<file path="config.mk">
export PLATFORM = sky130hd
export DESIGN_NAME = instr_encode_loader
export DESIGN_NICKNAME = d
export VERILOG_FILES = /design/src/rtl/instr_encode_loader.sv
export SDC_FILE = /design/constraint.sdc
export NUM_CORES = 1
export LEC_CHECK = 0
export BUFFER_PORTS_ARGS = -buffer_cell sky130_fd_sc_hd__buf_2
export CORE_UTILIZATION = 50
export DETAILED_ROUTE_END_ITERATION = 6
export PLACE_DENSITY = 0.79
export SYNTH_ARGS = -nofsm -noshare
export SYNTH_HDL_FRONTEND = slang
export SYNTH_SLANG_ARGS = --single-unit
</file>
<file path="constraint.sdc">
create_clock -name clk -period 5.8 [get_ports clk]
set_clock_uncertainty 0.15 [all_clocks]
set_input_delay 0.58 -clock clk [delete_from_list [all_inputs] [get_ports clk]]
set_output_delay 0.58 -clock clk [all_outputs]
set_load 0.01 [all_outputs]
</file>
<file path="src/rtl/instr_encode_loader.sv">
//==============================================================================
// Module      : instr_encode_loader
// Description : Turns a control bundle plus operand fields back into a 16-bit
//               instruction and writes it to IMEM at sequential addresses.
// Revision    : 1.0 - initial release
//==============================================================================
`default_nettype none

module instr_encode_loader #(
  parameter int ADDR_W    = 8,
  parameter int BASE_ADDR = 0,
  parameter int DEPTH     = 256
) (
  input  logic              clk,
  input  logic              reset,
  input  logic              in_valid,
  output logic              in_ready,
  input  logic [1:0]        reg_dst,
  input  logic [1:0]        mem_to_reg,
  input  logic [1:0]        alu_op,
  input  logic              jump,
  input  logic              branch,
  input  logic              mem_read,
  input  logic              mem_write,
  input  logic              alu_src,
  input  logic              reg_write,
  input  logic              sign_or_zero,
  input  logic [2:0]        rs,
  input  logic [2:0]        rt,
  input  logic [2:0]        rd,
  input  logic [3:0]        funct,
  input  logic [6:0]        imm,
  input  logic [12:0]       target,
  output logic              imem_we,
  output logic [ADDR_W-1:0] imem_addr,
  output logic [15:0]       imem_wdata,
  input  logic              imem_ack,
  output logic              illegal,
  output logic              full,
  output logic [ADDR_W:0]   word_count
);

  typedef enum logic [1:0] {
    S_IDLE  = 2'd0,
    S_WRITE = 2'd1,
    S_ERR   = 2'd2
  } state_t;

  // Bundle order: reg_dst, mem_to_reg, alu_op, jump, branch, mem_read,
  // mem_write, alu_src, reg_write, sign_or_zero
  localparam logic [12:0] C_B_ADD  = 13'b01_00_00_0_0_0_0_0_1_1;
  localparam logic [12:0] C_B_SLI  = 13'b00_00_10_0_0_0_0_1_1_0;
  localparam logic [12:0] C_B_J    = 13'b00_00_00_1_0_0_0_0_0_1;
  localparam logic [12:0] C_B_JAL  = 13'b10_10_00_1_0_0_0_0_1_1;
  localparam logic [12:0] C_B_LW   = 13'b00_01_11_0_0_1_0_1_1_1;
  localparam logic [12:0] C_B_SW   = 13'b00_00_11_0_0_0_1_1_0_1;
  localparam logic [12:0] C_B_BEQ  = 13'b00_00_01_0_1_0_0_0_0_1;
  localparam logic [12:0] C_B_ADDI = 13'b00_00_11_0_0_0_0_1_1_1;

  localparam logic [ADDR_W-1:0] C_BASE  = ADDR_W'(BASE_ADDR);
  localparam logic [ADDR_W-1:0] C_ONE_A = ADDR_W'(1);
  localparam logic [ADDR_W:0]   C_ONE_C = (ADDR_W+1)'(1);
  localparam logic [ADDR_W:0]   C_DEPTH = (ADDR_W+1)'(DEPTH);
  // When the region ends exactly at the top of the address space the
  // one-past-end address is unrepresentable, so hold at the last word.
  localparam bit C_AT_TOP = (BASE_ADDR + DEPTH) >= (1 << ADDR_W);

  state_t              r_state, w_state_nxt;
  logic [ADDR_W-1:0]   r_addr;
  logic [15:0]         r_wdata;
  logic [ADDR_W:0]     r_count;
  logic                r_full;

  logic [12:0]         w_bundle;
  logic [2:0]          w_op;
  logic                w_legal;
  logic [15:0]         w_word;
  logic                w_accept;
  logic                w_done;
  logic [ADDR_W:0]     w_count_nxt;

  assign w_bundle = {reg_dst, mem_to_reg, alu_op, jump, branch, mem_read,
                     mem_write, alu_src, reg_write, sign_or_zero};

  always_comb begin
    w_legal = 1'b1;
    w_op    = 3'b000;
    case (w_bundle)
      C_B_ADD:  w_op = 3'b000;
      C_B_SLI:  w_op = 3'b001;
      C_B_J:    w_op = 3'b010;
      C_B_JAL:  w_op = 3'b011;
      C_B_LW:   w_op = 3'b100;
      C_B_SW:   w_op = 3'b101;
      C_B_BEQ:  w_op = 3'b110;
      C_B_ADDI: w_op = 3'b111;
      default:  w_legal = 1'b0;
    endcase
  end

  always_comb begin
    case (w_op)
      3'b000:         w_word = {w_op, rs, rt, rd, funct};
      3'b010, 3'b011: w_word = {w_op, target};
      default:        w_word = {w_op, rs, rt, imm};
    endcase
  end

  always_comb begin
    w_state_nxt = r_state;
    in_ready    = 1'b0;
    imem_we     = 1'b0;
    illegal     = 1'b0;
    w_accept    = 1'b0;
    w_done      = 1'b0;
    case (r_state)
      S_IDLE: begin
        in_ready = ~r_full;
        w_accept = in_valid & ~r_full;
        if (w_accept) w_state_nxt = w_legal ? S_WRITE : S_ERR;
      end
      S_WRITE: begin
        imem_we = 1'b1;
        w_done  = imem_ack;
        if (imem_ack) w_state_nxt = S_IDLE;
      end
      S_ERR: begin
        illegal     = 1'b1;
        w_state_nxt = S_IDLE;
      end
      default: w_state_nxt = S_IDLE;
    endcase
  end

  assign w_count_nxt = r_count + C_ONE_C;

  always_ff @(posedge clk or posedge reset) begin
    if (reset) begin
      r_state <= S_IDLE;
      r_addr  <= C_BASE;
      r_wdata <= 16'h0000;
      r_count <= '0;
      r_full  <= 1'b0;
    end else begin
      r_state <= w_state_nxt;
      if (w_accept && w_legal) r_wdata <= w_word;
      if (w_done) begin
        r_count <= w_count_nxt;
        if (w_count_nxt == C_DEPTH) r_full <= 1'b1;
        if (!(C_AT_TOP && (w_count_nxt == C_DEPTH))) r_addr <= r_addr + C_ONE_A;
      end
    end
  end

  assign imem_addr  = r_addr;
  assign imem_wdata = r_wdata;
  assign full       = r_full;
  assign word_count = r_count;

endmodule

`default_nettype wire

</file>
=== Word-level counts from Yosys, hierarchy flattened ===
Cells that the tools add are included.

* Logic and storage cells: 45
* Flip-flop bits (word level): 36

* $add $sub $neg: 2
* Bitwise operators: 3
* Reduce and logical (&&, ||, !) cells: 8
* Equal/unequal tests: 15
* Multiplexer cells: 12

{| class="wikitable"
|+ Operators by type and width
! kind !! count
|-
| 13-bit by 9-bit equality test with 1-bit output (second input constant) || 3
|-
| 13-bit one-hot mux with 2 select lines || 1
|-
| 3-bit one-hot mux with 7 select lines || 1
|-
| 13-bit by 10-bit equality test with 1-bit output (second input constant) || 1
|-
| 13-bit by 12-bit equality test with 1-bit output (second input constant) || 1
|-
| 13-bit equality test (second input constant) || 1
|-
| 13-bit by 7-bit equality test with 1-bit output (second input constant) || 1
|-
| 13-bit by 8-bit equality test with 1-bit output (second input constant) || 1
|-
| 9-bit by 1-bit adder with 9-bit output (second input constant) || 1
|-
| 9-bit equality test (second input constant) || 1
|-
| 8-bit by 1-bit adder with 8-bit output (second input constant) || 1
|-
| 8-bit OR reduction || 1
|-
| 3-bit by 2-bit equality test with 1-bit output (second input constant) || 2
|-
| 1-bit 2-to-1 mux || 6
|-
| 2-bit 2-to-1 mux || 3
|-
| 2-bit AND reduction || 3
|-
| 2-bit != test (second input constant) || 2
|-
| 2-bit one-hot mux with 2 select lines || 1
|-
| 3-bit logical NOT || 1
|-
| 2-bit by 1-bit equality test with 1-bit output (second input constant) || 1
|-
| 2-bit equality test (second input constant) || 1
|-
| 2-bit logical NOT || 1
|-
| 1-bit NOT || 2
|-
| 2-bit OR reduction || 1
|-
| other kinds (2) || 2
|}

=== Depth between registers and ports, before layout ===
Gate-level depths: netlist of the first run.

* Word-level depth: 6
* Gate-level depth with buffers: 7

=== Worst setup path before layout of the first run ===
OpenSTA, ideal clock, no wires.

* Path kind: input port to flip-flop
* Start: input port reg_write
* End: register r_wdata[0], in the netlist imem_wdata[0]
* Data arrival time: 2.120 ns
* Cell stages on the path: 7
* Setup slack: 3.405 ns
* Library setup time: 0.125 ns
* Path through: xor2_1 > a31oi_1 > nor3_1 > or2_1 > buf_6 > o311ai_4 > mux2_2

* Cells in the longest elaborated chain, start to end: 5

{| class="wikitable"
|+ Ends and longest elaborated chain
! element !! line !! source
|-
| start: declaration || 26 || <nowiki>input logic reg_write,</nowiki>
|-
| 13-bit by 9-bit equality test with 1-bit output, or another cell as far along || 88 || <nowiki>case (w_bundle)</nowiki>
|-
| 3-bit one-hot mux with 7 select lines || 88 ||
|-
| 3-bit by 2-bit equality test with 1-bit output || 102 || <nowiki>case (w_op)</nowiki>
|-
| 2-bit OR reduction || 102 ||
|-
| 13-bit one-hot mux with 2 select lines || 102 ||
|-
| end signal: assignment || 146 || <nowiki>if (w_accept && w_legal) r_wdata <= w_word;</nowiki>
|-
| end: declaration || 70 || <nowiki>logic [15:0] r_wdata;</nowiki>
|}

Parallel ways exist; a longest one is shown, timed or not.
A chain may end at the register's enable or synchronous reset.

=== Worst setup path in the final report of the first run ===
* Start: input port mem_to_reg[0]
* End: register r_wdata[4], in the netlist imem_wdata[4]

* Cells in the longest elaborated chain, start to end: 5

{| class="wikitable"
|+ Ends and longest elaborated chain
! element !! line !! source
|-
| start: declaration || 19 || <nowiki>input logic [1:0] mem_to_reg,</nowiki>
|-
| 13-bit by 9-bit equality test with 1-bit output, or another cell as far along || 88 ||
|-
| 3-bit one-hot mux with 7 select lines || 88 ||
|-
| 3-bit by 2-bit equality test with 1-bit output || 102 ||
|-
| 2-bit OR reduction || 102 ||
|-
| 13-bit one-hot mux with 2 select lines || 102 ||
|}

Parallel ways exist; a longest one is shown, timed or not.

==> flow_metrics.env, run 1 <==
export IMPL_status="complete, no violations"
export IMPL_avgViaCountPerCell=5.60
export IMPL_netlist_area_um2=2150
export IMPL_nets=358
export IMPL_diodes=0
export IMPL_setup_violations=0
export IMPL_wl_per_cell_um=13.9
export IMPL_clk_pin_slew_ns=0.07
export IMPL_cpPeakStageDelay_ns=0.43
export IMPL_internal_power_mw=0.380
export IMPL_synth_async_sr_flop_share_pct=100
export IMPL_r2r_setup_slack_ns=3.38
export IMPL_grt_overflow=0
export IMPL_drt_iter0_drc=108
export IMPL_ys_seq_elements=36
export IMPL_ys_flop_type="dfrtp_1"
export IMPL_pre_cts_slack_ns=2.97
export IMPL_p_comb_share_pct=11.7
export IMPL_post_cts_buffers=0
export IMPL_grt_antenna_before_repair=0
export IMPL_path_class="primary input to flip-flop"
export IMPL_synth_area_per_cell_um2=9.85
export IMPL_synth_simple_area_share_pct=25.5
export IMPL_slew_limit_headroom_pct=39.3
export IMPL_cts_made_buffers=5
export IMPL_cp_end_kind="flip-flop"
export IMPL_grt_pass1_vias=1814
export IMPL_timing_rr_start="word_count[0]$_DFFE_PP0P_"
export IMPL_synth_nets=271
export IMPL_setup_tns_ns=0
export IMPL_drt_pass1_iter_count=4
export IMPL_totalPowerFinal_mw=0.498
export IMPL_vdd_drop_max_v=0.000110
export IMPL_slew_violations=0
export IMPL_rsz0062_at_grt="false"
export IMPL_route_detailed_drc=0
export IMPL_gp_congestion=0.856
export IMPL_hold_viol_final=0
export IMPL_cp_required_ns=5.81
export IMPL_htree_levels=2
export IMPL_grtUsageTotal_pct=23.8
export IMPL_cp_num_buf_inv=1
export IMPL_die_height_um=67.5
export IMPL_ys_types=48
export IMPL_p_seq_share_pct=52.8
export IMPL_io_pins=87
export IMPL_syn_inst=218
export IMPL_hold_buffers=0
export IMPL_maxCapViolations=0
export IMPL_fin_ws_ns=3.28
export IMPL_critical_path_arrival_ns=2.53
export IMPL_pwr_share_clk_pct=35.5
export IMPL_worstSkewPairLatency_ns=0.28
export IMPL_synth_enable_flop_cells=0
export IMPL_hold_path_class="primary input to async pin"
export IMPL_io_buffers=86
export IMPL_fp_dieW_um=67.5
export IMPL_synth_fa_ha_area_share_pct=1.75
export IMPL_cp_cell_sequence="buf_2 > nor4b_4 > nand3_2 > a21oi_4 > or2_1 > o311ai_4 > mux2_2"
export IMPL_path_max_fanout=10
export IMPL_synth_top_family_by_area="simple AND/OR/NAND/NOR gates"
export IMPL_yosysWarnings=0
export IMPL_seq_area_frac_synth_pct=42.0
export IMPL_cellLeakagePower_nw=1.46
export IMPL_ctsResizeCount=0
export IMPL_grt_max_degree=22
export IMPL_rr_worst_depth=7
export IMPL_routed_wl_um=4960
export IMPL_synth_compound_area_share_pct=14.1
export IMPL_synth_area_mux_share_pct=6.99
export IMPL_min_period_ns=2.52
export IMPL_grt_pass1_wl_um=8090
export IMPL_slowest_stage="nor4b_4"
export IMPL_fmaxAchievable_ghz=0.397
export IMPL_initial_utilization_pct=52.9
export IMPL_core_area_um2=4060
export IMPL_p_sw_share_pct=23.7
export IMPL_area_growth_pct=25.8
export IMPL_ant_nets=0
export IMPL_worst_pin_slew_ns=0.909
export IMPL_crit_family="simple AND/OR/NAND/NOR gates"
export IMPL_drive_above_1_share_pct=36.3
export IMPL_hpwl_um=3900
export IMPL_die_area_um2=4560
export IMPL_clock_path_buffers=2
export IMPL_synth_xor_area_share_pct=6.93
export IMPL_cts_tree="done"
export IMPL_ctsRootBufferMaster="clkbuf_8"
export IMPL_rr_endpoint="imem_addr[5]$_DFFE_PP0P_"
export IMPL_row_count=23
export IMPL_cp_start_kind="primary input"
export IMPL_p_sw_mw=0.118
export IMPL_cts_sinks=36
export IMPL_num_vias=1992
export IMPL_power_density_nw_per_um2=185
export IMPL_fin_crit_sh_pct=43.4
## placed cells by master (no fill, tap or decap), types with 4 or more instances in the layout
cell       n
nor3_1    14
clkbuf_8   6
inv_1      4
nand3_1    8
nor2_1    11
o21ai_0   12
buf_2     86
nand2_1   29
nor2b_1    4
mux2_2     8
xor2_1     7
a221o_1    7
nand4_1    5
xnor2_1   10
mux2i_1    6
dfrtp_1   36
and3_1     7
## power groups by stage
stage | Combinational [mW] | Sequential [mW] | Clock, mW
CTS | 0.0587 | 0.263 | 0.183
floorplan | 0.0256 | 0.268 | 0
detailed placement | 0.0585 | 0.268 | 0
global placement | 0.0570 | 0.268 | 0
finish | 0.0582 | 0.263 | 0.177
global route | 0.0658 | 0.264 | 0.195
## registers in the layout, summed over array words and instances (netlist names)
name / flops
imem_addr: 8
r_state: 2
imem_wdata: 16
full: 1
word_count: 9
## cells in the mapped netlist, types with 4 or more instances
cell     count  area [µm²]
nor2b_1      4        25.0
and3_1       7        43.8
mux2_2       8        90.1
mux2i_1      6        60.1
inv_1        4        15.0
nand3_1      8        40.0
xor2_1       7        61.3
nand4_1      5        31.3
nand2_1     29         109
xnor2_1     10        87.6
nor3_1      14        70.1
buf_2        4        20.0
dfrtp_1     36         901
a221o_1      7        70.1
o21ai_0     12        60.1
nor2_1      11        41.3
## per-layer routing
layer  global-route usage (%)  wire [µm]  up-vias
met1                     28.5       2140      951
li1                         -          -      979
met2                     40.8       2500       55
met5                        0          0        -
met4                     9.84         87        0
met3                     4.90        235        7
## worst max path at each step
| stage | startpoint | to | slack [ns] | cells after the start |
|---|---|---|---|---|
| finish | mem_to_reg[0] | imem_wdata[4]$_DFFE_PP0P_ | 3.28 | 7 |
| global route | reg_write | imem_wdata[8]$_DFFE_PP0P_ | 3.06 | 7 |
| CTS | reg_write | imem_wdata[8]$_DFFE_PP0P_ | 3.26 | 7 |
| floorplan | reg_write | imem_wdata[0]$_DFFE_PP0P_ | 3.41 | 7 |
| global placement | mem_to_reg[0] | imem_wdata[5]$_DFFE_PP0P_ | 3.01 | 7 |
| detailed placement | reg_write | imem_wdata[8]$_DFFE_PP0P_ | 2.97 | 7 |
## through the flow
| step | std cells | utilization (%) | area, µm² | hold slack (ns) |
|---|---|---|---|---|
| after floorplan | 218 | - | 2150 | 0.358 |
| after global placement | 348 | 64.4 | 2610 | 0.306 |
| after detailed placement | 348 | 64.4 | 2610 | 0.319 |
| after CTS | 356 | 66.6 | 2700 | 0.212 |
| after global routing | 356 | 66.6 | 2700 | 0.256 |
| final | 356 | 66.6 | 2700 | 0.198 |
## kinds of logic after synthesis
| logic type | after synthesis |
|---|---|
| muxes | 14 |
| adders and majority gates | 3 |
| AOI/OAI and AO/OA | 36 |
| DFF | 36 |
| buffers and inverters | 12 |
| xor gates and xnor gates | 17 |
| and+or+nand+nor | 100 |
## final cells by class
type                       count  area [µm²]
fill                         323        1360
multi-input combinational    170        1190
sequential                    36         901
timing repair buffer          88         445
inverter                       4        15.0
clock buffer                   8        90.1
tap                           50        62.6
## worst register-to-register path: cells and delay by family (launching register included)
| kind | cells | cell delay, ns |
|---|---|---|
| AO/OA/AOI/OAI | 3 | 0.65 |
| adder cells (fa/ha/maj) | 1 | 0.30 |
| AND/OR/NAND/NOR | 2 | 0.56 |
| XOR/XNOR | 1 | 0.13 |
| flip-flops | 1 | 0.52 |
Power figures use the tool's default switching activity.
==> run 2, diff against run 1 <==
CORE_UTILIZATION = 48   (was 50)
PLACE_DENSITY = 0.77   (was 0.79)
clock period = 2.61 ns   (was 5.8 ns; I/O delays follow)
==> run 2 against run 1 <==
Net effect:
- sequential share of layout area fell by 0.61 points
- die area rose by 4.0%
- cell count rose by 1.7%
- hold slack got worse by 0.15 ns
- critical endpoint is now imem_addr[5]$_DFFE_PP0P_
- clock power rose by 130%
- register-to-register slack got worse by 3.0 ns
- non-clock buffer count rose by 6
==> flow_metrics.env, run 2 (synthesis gave the netlist of run 1 again) <==
export IMPL_worstSetupEndpoint="imem_addr[5]$_DFFE_PP0P_"
export IMPL_avgViaCountPerCell=5.53
export IMPL_min_period_ns=2.27
export IMPL_io_pins=87
export IMPL_grt_overflow=0
export IMPL_setup_tns_ns=0
export IMPL_path_max_fanout=8
export IMPL_critical_path_arrival_ns=2.29
export IMPL_initial_utilization_pct=51.8
export IMPL_dp_cells=353
export IMPL_maxCapViolations=0
export IMPL_ant_nets=0
export IMPL_grtUsageTotal_pct=22.6
export IMPL_wl_met2_um=2580
export IMPL_instances_no_fill=362
export IMPL_cts_made_buffers=5
export IMPL_die_area_um2=4740
export IMPL_num_vias=2003
export IMPL_power_density_nw_per_um2=408
export IMPL_clock_path_buffers=2
export IMPL_route_detailed_drc=0
export IMPL_fp_dieW_um=68.9
export IMPL_path_class="flip-flop to flip-flop"
export IMPL_worstSkewPairLatency_ns=0.28
export IMPL_cp_required_ns=2.63
export IMPL_postLayoutCellArea_um2=2750
export IMPL_htree_levels=2
export IMPL_setup_violations=0
export IMPL_cp_start_kind="flip-flop"
export IMPL_largest_reg_flops=16
export IMPL_pre_cts_slack_ns=0.298
export IMPL_gp_congestion=0.838
export IMPL_r2r_setup_slack_ns=0.34
export IMPL_slew_limit_headroom_pct=38.0
export IMPL_cp_end_kind="flip-flop"
export IMPL_io_buffers=86
export IMPL_fmaxAchievable_ghz=0.440
export IMPL_fin_crit_sh_pct=87.0
export IMPL_row_count=23
export IMPL_status="complete, no violations"
export IMPL_rr_endpoint="imem_addr[5]$_DFFE_PP0P_"
export IMPL_diodes=0
export IMPL_vdd_drop_max_v=0.000302
export IMPL_rsz0062_at_grt="false"
export IMPL_worst_pin_slew_ns=0.929
export IMPL_highest_layer="met4"
export IMPL_wl_per_cell_um=13.7
export IMPL_placed_area_um2=2650
export IMPL_timing_rr_start="word_count[0]$_DFFE_PP0P_"
export IMPL_grt_pass1_wl_um=7920
export IMPL_hpwl_um=3870
export IMPL_final_common_cell="buf_2"
export IMPL_drt_pass1_iter_count=4
export IMPL_area_growth_pct=28.1
export IMPL_clk_pin_slew_ns=0.07
export IMPL_fin_ws_ns=0.339
export IMPL_hold_viol_final=0
export IMPL_grt_pass1_vias=1902
export IMPL_grt_max_degree=37
export IMPL_wirelength_met1_um=2050
export IMPL_drt_iter0_drc=114
export IMPL_cellLeakagePower_nw=1.49
export IMPL_nets=364
export IMPL_hold_depth=2
export IMPL_slew_violations=0
export IMPL_layout_common_cells="86 x buf_2, 36 x dfrtp_1, 29 x nand2_1, 14 x nor3_1, 12 x o21ai_0"
export IMPL_crit_start="word_count[0]$_DFFE_PP0P_"
export IMPL_dr_wl_met3_um=287
export IMPL_routed_wl_um=4970
export IMPL_core_area_um2=4140
export IMPL_drive_above_1_share_pct=37.8
export IMPL_die_height_um=68.9
export IMPL_rr_worst_depth=7
export IMPL_grt_antenna_before_repair=0
export IMPL_cts_tree="done"
export IMPL_cts_sinks=36
export IMPL_hold_path_class="primary input to flip-flop"
export IMPL_ctsRootBufferMaster="clkbuf_8"
run 2: routing by layer:
metal	vias to the layer above	global-route usage, %
met3	8	5.26
met1	943	25.6
met5	-	0
met2	67	41.0
met4	0	8.16
li1	985	-
run 2: layout make-up:
class / instances / area, µm²
clock inverter: 2 / 10.0
inverter: 4 / 15.0
timing repair buffer: 94 / 493
multi-input combinational: 170 / 1190
tap: 50 / 62.6
clock buffer: 6 / 82.6
fill: 339 / 1390
sequential: 36 / 901
run 2: timing repair:
item	4_1_cts	5_1_grt
hold endpoints to repair	36	0
hold buffers	1	0
gates resized for setup	0	0
setup buffers	0	0
run 2: per-stage QoR:
step           hold WS (ns)  total power [mW]  utilization (%)
2_1_floorplan         0.218             0.652                -
3_3_place_gp          0.234             0.725             63.9
3_5_place_dp          0.246             0.728             63.9
4_1_cts              0.0466              1.13             66.4
5_1_grt              0.0725              1.18             66.4
6_report             0.0498              1.12             66.4
run 2: worst min path at each step:
stage | start | end | slack [ns]
after detailed placement | reset | imem_addr[7]$_DFFE_PP0P_ | 0.25
after global placement | reset | imem_addr[5]$_DFFE_PP0P_ | 0.23
after floorplan | imem_ack | r_state[0]$_DFFE_PP0P_ | 0.22
final | imem_ack | r_state[0]$_DFFE_PP0P_ | 0.05
after global routing | imem_ack | r_state[0]$_DFFE_PP0P_ | 0.07
after CTS | imem_ack | r_state[0]$_DFFE_PP0P_ | 0.05
run 2: critical path: stages (launching register included):
cell	delay, ns
dfrtp_1	0.38
ha_1	0.26
and4_1	0.26
a211oi_1	0.33
a311o_1	0.19
o211ai_2	0.18
and4_1	0.27
xor2_1	0.14
run 2: power by group:
group          internal (mW)  leakage, nW  switching [mW]  total, mW
Clock                  0.210       0.0510           0.194      0.404
Sequential             0.569        0.497          0.0104      0.579
Combinational         0.0653        0.946          0.0733      0.139
